[config.mk]
export PLATFORM = sky130hd
export DESIGN_NAME = en_reg_fifo
export DESIGN_NICKNAME = d
export VERILOG_FILES = /design/src/rtl/fifo_pkg.sv /design/src/rtl/en_register.sv /design/src/rtl/en_reg_fifo.sv
export SDC_FILE = /design/constraint.sdc
export NUM_CORES = 1
export LEC_CHECK = 0
export BUFFER_PORTS_ARGS = -buffer_cell sky130_fd_sc_hd__buf_2
export CAP_MARGIN = 20
export CORE_MARGIN = 5
export CORE_UTILIZATION = 45
export DETAILED_ROUTE_END_ITERATION = 10
export GPL_TIMING_DRIVEN = 1
export PLACE_DENSITY_LB_ADDON = 0.3
export SLEW_MARGIN = 20
export SYNTH_ARGS = -nofsm -noshare
export SYNTH_HDL_FRONTEND = slang
export SYNTH_SLANG_ARGS = --single-unit
export TNS_END_PERCENT = 5
[constraint.sdc]
create_clock -name clk -period 2.7 [get_ports clk]
set_input_delay 0.27 -clock clk [delete_from_list [all_inputs] [get_ports clk]]
set_output_delay 0.27 -clock clk [all_outputs]
set_load 0.02 [all_outputs]
[src/rtl/fifo_pkg.sv]
// Shared constants and helpers for the enable-register FIFO.
package fifo_pkg;
  localparam int FIFO_WIDTH = 8;
  localparam int FIFO_DEPTH = 8;

  function automatic int clog2(input int v);
    int r;
    r = 0;
    while ((1 << r) < v) r++;
    return r;
  endfunction

  localparam int FIFO_ADDR_W = clog2(FIFO_DEPTH);
  localparam int FIFO_CNT_W  = FIFO_ADDR_W + 1;
endpackage

[src/rtl/en_register.sv]
// Word-wide storage register; loads only when en is high, no reset by design.
module en_register #(
  parameter int WIDTH = 8
) (
  input  logic             clk,
  input  logic             en,
  input  logic [WIDTH-1:0] d,
  output logic [WIDTH-1:0] q
);
  always_ff @(posedge clk)
    if (en) q <= d;
endmodule

[src/rtl/en_reg_fifo.sv]
// Synchronous FIFO built from per-word enable registers, with registered read
// data and one-cycle overflow/underflow pulses.
module en_reg_fifo
  import fifo_pkg::*;
#(
  parameter int WIDTH  = FIFO_WIDTH,
  parameter int DEPTH  = FIFO_DEPTH,
  parameter int ADDR_W = clog2(DEPTH)
) (
  input  logic              clk,
  input  logic              rst,
  input  logic              wr_en,
  input  logic [WIDTH-1:0]  wr_data,
  input  logic              rd_en,
  output logic [WIDTH-1:0]  rd_data,
  output logic              rd_valid,
  output logic              full,
  output logic              empty,
  output logic [ADDR_W:0]   count,
  output logic              overflow,
  output logic              underflow
);
  logic [DEPTH-1:0][WIDTH-1:0] mem;
  logic [DEPTH-1:0]            ld;
  logic [ADDR_W-1:0]           wr_ptr, rd_ptr;
  logic                        wr_acc, rd_acc;

  // Flags come from the registered count only, never from the requests.
  assign full   = (count == (ADDR_W+1)'(DEPTH));
  assign empty  = (count == '0);
  assign wr_acc = wr_en & ~full;
  assign rd_acc = rd_en & ~empty;

  for (genvar i = 0; i < DEPTH; i++) begin : g_word
    assign ld[i] = wr_acc & (wr_ptr == ADDR_W'(i));
    en_register #(.WIDTH(WIDTH)) u_word (
      .clk (clk),
      .en  (ld[i]),
      .d   (wr_data),
      .q   (mem[i])
    );
  end

  always_ff @(posedge clk or posedge rst) begin
    if (rst) begin
      wr_ptr    <= '0;
      rd_ptr    <= '0;
      count     <= '0;
      rd_data   <= '0;
      rd_valid  <= 1'b0;
      overflow  <= 1'b0;
      underflow <= 1'b0;
    end else begin
      if (wr_acc) wr_ptr <= wr_ptr + ADDR_W'(1);
      if (rd_acc) begin
        rd_ptr  <= rd_ptr + ADDR_W'(1);
        rd_data <= mem[rd_ptr];
      end
      case ({wr_acc, rd_acc})
        2'b10:   count <= count + (ADDR_W+1)'(1);
        2'b01:   count <= count - (ADDR_W+1)'(1);
        default: count <= count;
      endcase
      rd_valid  <= rd_acc;
      overflow  <= wr_en & full;
      underflow <= rd_en & empty;
    end
  end
endmodule
# Yosys cells after proc, flatten, opt, wreduce, memory -nomap -nowiden

Cells that the tools add are included.

Equality and inequality tests: 10
$add $sub $neg: 4
Bitwise gates (word level): 14
Muxes and demuxes: 3
Magnitude comparators: 1
Reduce and logical (&&, ||, !) cells: 3

Operators by type and width:

| operator                                                   | count |
|---|---|
| binary-select mux 8 bit (select 3 bit)                     | 1 |
| AND 1 bit                                                  | 12 |
| == test 3 bit, second input constant                       | 4 |
| 2-to-1 mux 8 bit                                           | 1 |
| case mux 4 bit (2 select lines)                            | 1 |
| adder 3 x 1 -> 3 bit, second input constant                | 2 |
| == test 3 x 2 -> 1 bit, second input constant              | 2 |
| adder 4 x 1 -> 4 bit, second input constant                | 1 |
| == test 4 bit, second input constant                       | 1 |
| zero test 4 bit                                            | 1 |
| less-than comparator 3 x 4 -> 1 bit, second input constant | 1 |
| subtractor 4 x 1 -> 4 bit, second input constant           | 1 |
| == test 3 x 1 -> 1 bit, second input constant              | 1 |
| zero test 3 bit                                            | 1 |
| == test 2 x 1 -> 1 bit, second input constant              | 1 |
| == test 2 bit, second input constant                       | 1 |
| inverter 1 bit                                             | 2 |
| nonzero test 2 bit                                         | 1 |

Output and inout port bits: 17
Bits of input ports: 12
Word-level logic and storage cells: 50
Register bits after elaboration: 85

# Depth between registers and ports, before layout

Depth in word-level cells: 5
Depth in mapped cells: 12
Mapped depth without buffers: 11

# Cells and area by module

Synthesis repeated with hierarchy kept, for this count alone.

Cells, all modules: 218
Area total of the unflattened synthesis: 3537.1 µm²

By module, submodules not included:

| module      | cells each | times used | area an instance (µm²) | sequential area each (µm²) |
|---|---|---|---|---|
| en_register | 8          | 8          | 240.2                  | 240.2 |
| en_reg_fifo | 154        | 1          | 1615.3                 | 525.5 |

# Least setup slack after synthesis

Ideal clock, no wire load.

Path kind: reg-to-reg
Start point: register count[1]
End point: register count[2]
Cell stages (with the launch flop): 13
Arrival time: 2.439 ns
Setup slack: 0.123 ns
Clock period less this slack: 2.577 ns
Setup time: 0.138 ns
Buffers on the path: 2
Data required time: 2.562 ns
Cells stage by stage: dfrtp_1 > buf_2 > nor4_4 > nand2b_1 > buf_4 > inv_2 > ha_1 > xor2_1 > ha_1 > a21oi_1 > xor2_1 > nor2_1 > xor2_1

Word-level cells in the longest chain between the ends: 5
Elaborated cells between the ends (all ways): 12
Those cells by class: add/sub (2); eq/ne (3); mux (1); bitwise (4); reduce/logical (2)

RTL lines:

| what                                                                  | line              | source |
|---|---|---|
| start: declaration                                                    | en_reg_fifo.sv:19 | `output logic [ADDR_W:0] count,` |
| start signal: assignment                                              | en_reg_fifo.sv:60 | `2'b10: count <= count + (ADDR_W+1)'(1);` |
| start signal: assignment                                              | en_reg_fifo.sv:61 | `2'b01: count <= count - (ADDR_W+1)'(1);` |
| start signal: assignment                                              | en_reg_fifo.sv:62 | `default: count <= count;` |
| zero test 4 bit (*)                                                   | en_reg_fifo.sv:30 | `assign empty = (count == '0);` |
| named net empty                                                       | en_reg_fifo.sv:18 | `output logic empty,` |
| inverter 1 bit (*)                                                    | en_reg_fifo.sv:32 | `assign rd_acc = rd_en & ~empty;` |
| AND 1 bit (*)                                                         | en_reg_fifo.sv:32 |  |
| named net rd_acc                                                      | en_reg_fifo.sv:26 | `logic wr_acc, rd_acc;` |
| == test 2 x 1 -> 1 bit or == test 2 bit (tied branches)               | en_reg_fifo.sv:59 | `case ({wr_acc, rd_acc})` |
| case mux 4 bit (2 select lines) or nonzero test 2 bit (tied branches) | --                |  |

Mark *: on every way through the listed nets, which the timed path passes. The rest lies on a longest branch.
A chain may end at the register's enable or synchronous reset.

# Worst setup path in the final report

Start point: register count[1]
End point: register count[2]

Word-level cells in the longest chain between the ends: 5
Elaborated cells between the ends (all ways): 12
Those cells by class: add/sub (2); eq/ne (3); mux (1); bitwise (4); reduce/logical (2)

RTL lines:

| what                                                                  | line |
|---|---|
| == test 4 bit or zero test 4 bit (tied branches)                      | en_reg_fifo.sv:29, en_reg_fifo.sv:30 |
| inverter 1 bit (on tied branches)                                     | en_reg_fifo.sv:31, en_reg_fifo.sv:32 |
| AND 1 bit (on tied branches)                                          | en_reg_fifo.sv:31, en_reg_fifo.sv:32 |
| == test 2 x 1 -> 1 bit or == test 2 bit (tied branches)               | en_reg_fifo.sv:59 |
| case mux 4 bit (2 select lines) or nonzero test 2 bit (tied branches) | -- |

Several ways; a longest one is shown, not always the timed one.

==> impl_metrics.py <==
metrics = {
    "global_routing": {
        "grt_pass1_vias": 1812,
        "antenna_found_initial": 0,
        "grt_max_degree": 35,
        "gr-total-overflow": 0,
        "grt.total_usage_pct": 13.4,
        "grt_pass1_wl_um": 9660,
    },
    "logic_synthesis": {
        "synth_xor_area_share_pct": 1.98,
        "yosys_warnings": 0,
        "muxShareOfSynthArea_pct": 10.4,
        "synth_flop_cell": "edfxtp_1",
        "synthAdderAreaFrac_pct": 3.54,
        "netlist_instances": 218,
        "ys_seq_elements": 85,
        "synthTopCellsByCount": "64 x edfxtp_1, 21 x dfrtp_1, 17 x mux2_2, 16 x mux2i_1, 15 x nand2_1",
        "yosysTopAreaCellShare_pct": 54.3,
        "postSynthNetCount": 240,
        "synth_area_um2": 3540,
        "avgSynthCellArea_um2": 16.2,
        "synth_top_area_cell": "edfxtp_1",
        "synth.distinct_cells": 34,
        "yosys-top-cells-area": "edfxtp_1 54%, dfrtp_1 15%, mux2_2 5.4%",
        "synth_edf_count": 64,
        "synth-simple-area-share_pct": 5.98,
        "ys_seq_area_share_pct": 69.2,
        "synth_compound_area_share_pct": 5.77,
        "synth.most_common_cell": "edfxtp_1",
        "synth_top_family_by_area": "multiplexers",
        "async_flop_share_pct": 24.7,
    },
    "setup_path": {
        "startpoint_type": "flop",
        "crit_slowest_cell": "dfrtp_1",
        "critPathKind": "flop to flop",
        "reg2reg_setup_slack_ns": 0.37,
        "r2r-end": "count[2]$_DFFE_PP0P_",
        "r2r_start": "count[1]$_DFFE_PP0P_",
        "cp_common_cell": "xor2_1",
        "critPathRequiredTime_ns": 2.94,
        "cp-end-kind": "flop",
        "path_cells": "nor3_1 -> and2_4 -> nor2b_4 -> inv_2 -> ha_1 -> xor2_1 -> ha_1 -> a21oi_1 -> xor2_1 -> nor2_1 -> xor2_1",
        "critPathMaxStageDelay_ns": 0.52,
        "cp.arrival_ns": 2.57,
        "reg2reg_depth": 11,
        "path_max_fanout": 9,
    },
    "sta": {
        "worst_pin_slew_ns": 0.817,
        "finClkSkew_ns": 0.0151,
        "period_share_pct": 86.2,
        "slew_viol_final": 0,
        "rsz0062_at_grt": "no",
        "setup_viol": 0,
        "max_freq_ghz": 0.430,
        "finalHoldViolCount": 0,
        "slew_headroom_pct": 45.5,
        "period_minus_slack_ns": 2.33,
        "finalSetupTns_ns": 0,
    },
    "run": {
        "drv_cap": 0,
    },
    "floorplan": {
        "ios": 29,
        "die_x_um": 98.7,
        "core_area_um2": 7690,
        "dieArea_um2": 9730,
        "start_util_pct": 46.0,
        "die_y_um": 98.7,
        "rows": 32,
    },
    "clock_network": {
        "cts_hold_buf": 0,
        "cts_inserted_buffers": 9,
        "cts_tree": "yes",
        "clk_path_buf_depth": 2,
        "cts.repair.resized": 0,
        "clock-sinks": 85,
        "cts_root_buf": "clkbuf_8",
        "htree_levels": 3,
        "clk_latency_ns": 0.35,
        "post_cts_buffers": 0,
        "clk_pin_slew_ns": 0.09,
    },
    "final_layout": {
        "final_cells": 357,
        "diodes": 0,
        "drive_gt1_share_pct": 27.5,
        "design_area_um2": 3900,
        "fillers": 680,
        "multiInputGateArea_um2": 977,
        "areaGrowthSynthToFinish_pct": 10.3,
        "fin_nets": 272,
        "seq_area_um2": 2450,
        "finish.utilization_pct": 50.7,
    },
    "power_and_ir_drop": {
        "power.leakage_nw": 1.52,
        "vdd_drop_max_mv": 0.660,
        "p_per_area_nw_per_um2": 1050,
    },
    "place": {
        "place_inst": 341,
        "portBuffers": 28,
        "dpl.hpwl_um": 3980,
        "place.gp.congestion": 0.708,
        "placed_cell_area_um2": 3730,
    },
    "drt": {
        "drtIter0Drc": 73,
        "via_count": 1838,
        "wl_per_cell_um": 17.3,
        "dr.pass1.iters": 4,
        "wl_um": 6190,
        "ant_nets": 0,
        "via_per_inst": 5.15,
        "drc": 0,
    },
    "hold_path": {
        "hold_class": "primary input to async pin",
    },
    "status": {
        "status": "finished, final reports clean",
    },
}
==> flip-flops by register name, summed over array words and instances, names as in the netlist <==
signal / flops
rd_ptr: 3
underflow: 1
overflow: 1
g_word.u_word.q: 64
count: 4
wr_ptr: 3
rd_data: 8
rd_valid: 1
==> per-layer routing <==
| layer | track usage, % | routed length, um | vias to the layer above |
|---|---|---|---|
| met5 | 0 | 0 | - |
| met4 | 6.62 | 156 | 0 |
| met3 | 3.40 | 146 | 11 |
| met2 | 21.1 | 3060 | 24 |
| met1 | 17.2 | 2820 | 920 |
| li1 | - | - | 883 |
==> area by class of cell <==
class	count	share of cell area [%]
inverter	6	0.577
tap	102	3.27
multi-input combinational	118	25.0
timing repair buffer	30	3.98
sequential	85	62.7
clock inverter	7	1.22
clock buffer	9	3.18
==> where the power goes <==
group	leakage (nW)	total (mW)	switching [mW]	internal, mW
clock network	0.0820	0.785	0.451	0.334
logic	0.601	1.43	0.824	0.602
registers	0.835	1.88	0.176	1.70
total	1.52	4.09	1.45	2.64
==> placed cells by master (no fill, tap or decap), types with 3 or more instances in the layout <==
master and count:
a221o_1 8, and2_1 3, and3_1 7, buf_2 28, clkbuf_8 9, dfrtp_1 21, edfxtp_1 64, ha_1 10
inv_1 4, mux2_2 17, mux2i_1 16, nand2_1 15, nand2b_1 3, nor2_1 3, o21ai_1 7, o22ai_1 9
xnor2_1 5, xor2_1 3
==> worst max-delay path by stage <==
stage	start	end	slack, ns	cells after the start
after floorplan	count[1]$_DFFE_PP0P_	count[2]$_DFFE_PP0P_	0.12	12
after global placement	count[1]$_DFFE_PP0P_	count[2]$_DFFE_PP0P_	0.43	11
after detailed placement	count[1]$_DFFE_PP0P_	count[2]$_DFFE_PP0P_	0.39	11
after CTS	count[1]$_DFFE_PP0P_	count[2]$_DFFE_PP0P_	0.37	11
after global routing	count[1]$_DFFE_PP0P_	count[2]$_DFFE_PP0P_	0.14	11
final	count[1]$_DFFE_PP0P_	count[2]$_DFFE_PP0P_	0.37	11
==> stage by stage <==
stage	hold WS (ns)	worst slack [ns]	total power, mW
floorplan	0.247	0.123	3.03
global placement	0.457	0.434	3.34
detailed placement	0.471	0.387	3.37
CTS	0.0831	0.368	4.15
global route	0.126	0.143	4.35
finish	0.0603	0.374	4.09
==> kinds of logic (layout without fill, tap and decap cells) <==
family	Yosys count	in the layout
xor+xnor	8	8
mux	34	34
compound gates	29	29
flops	85	85
simple gates	37	37
buf+inv	15	52
fa+ha+maj	10	10
==> critical path, delay by kind of cell (launching register included) <==
family	cells	cell delay, ns
AO/OA/AOI/OAI	1	0.14
AND/OR/NAND/NOR	4	0.55
adder cells (fa/ha/maj)	2	0.45
buffers and inverters	1	0.10
flip-flops	1	0.52
XOR/XNOR	3	0.45
(Power assumes the default switching activity.)
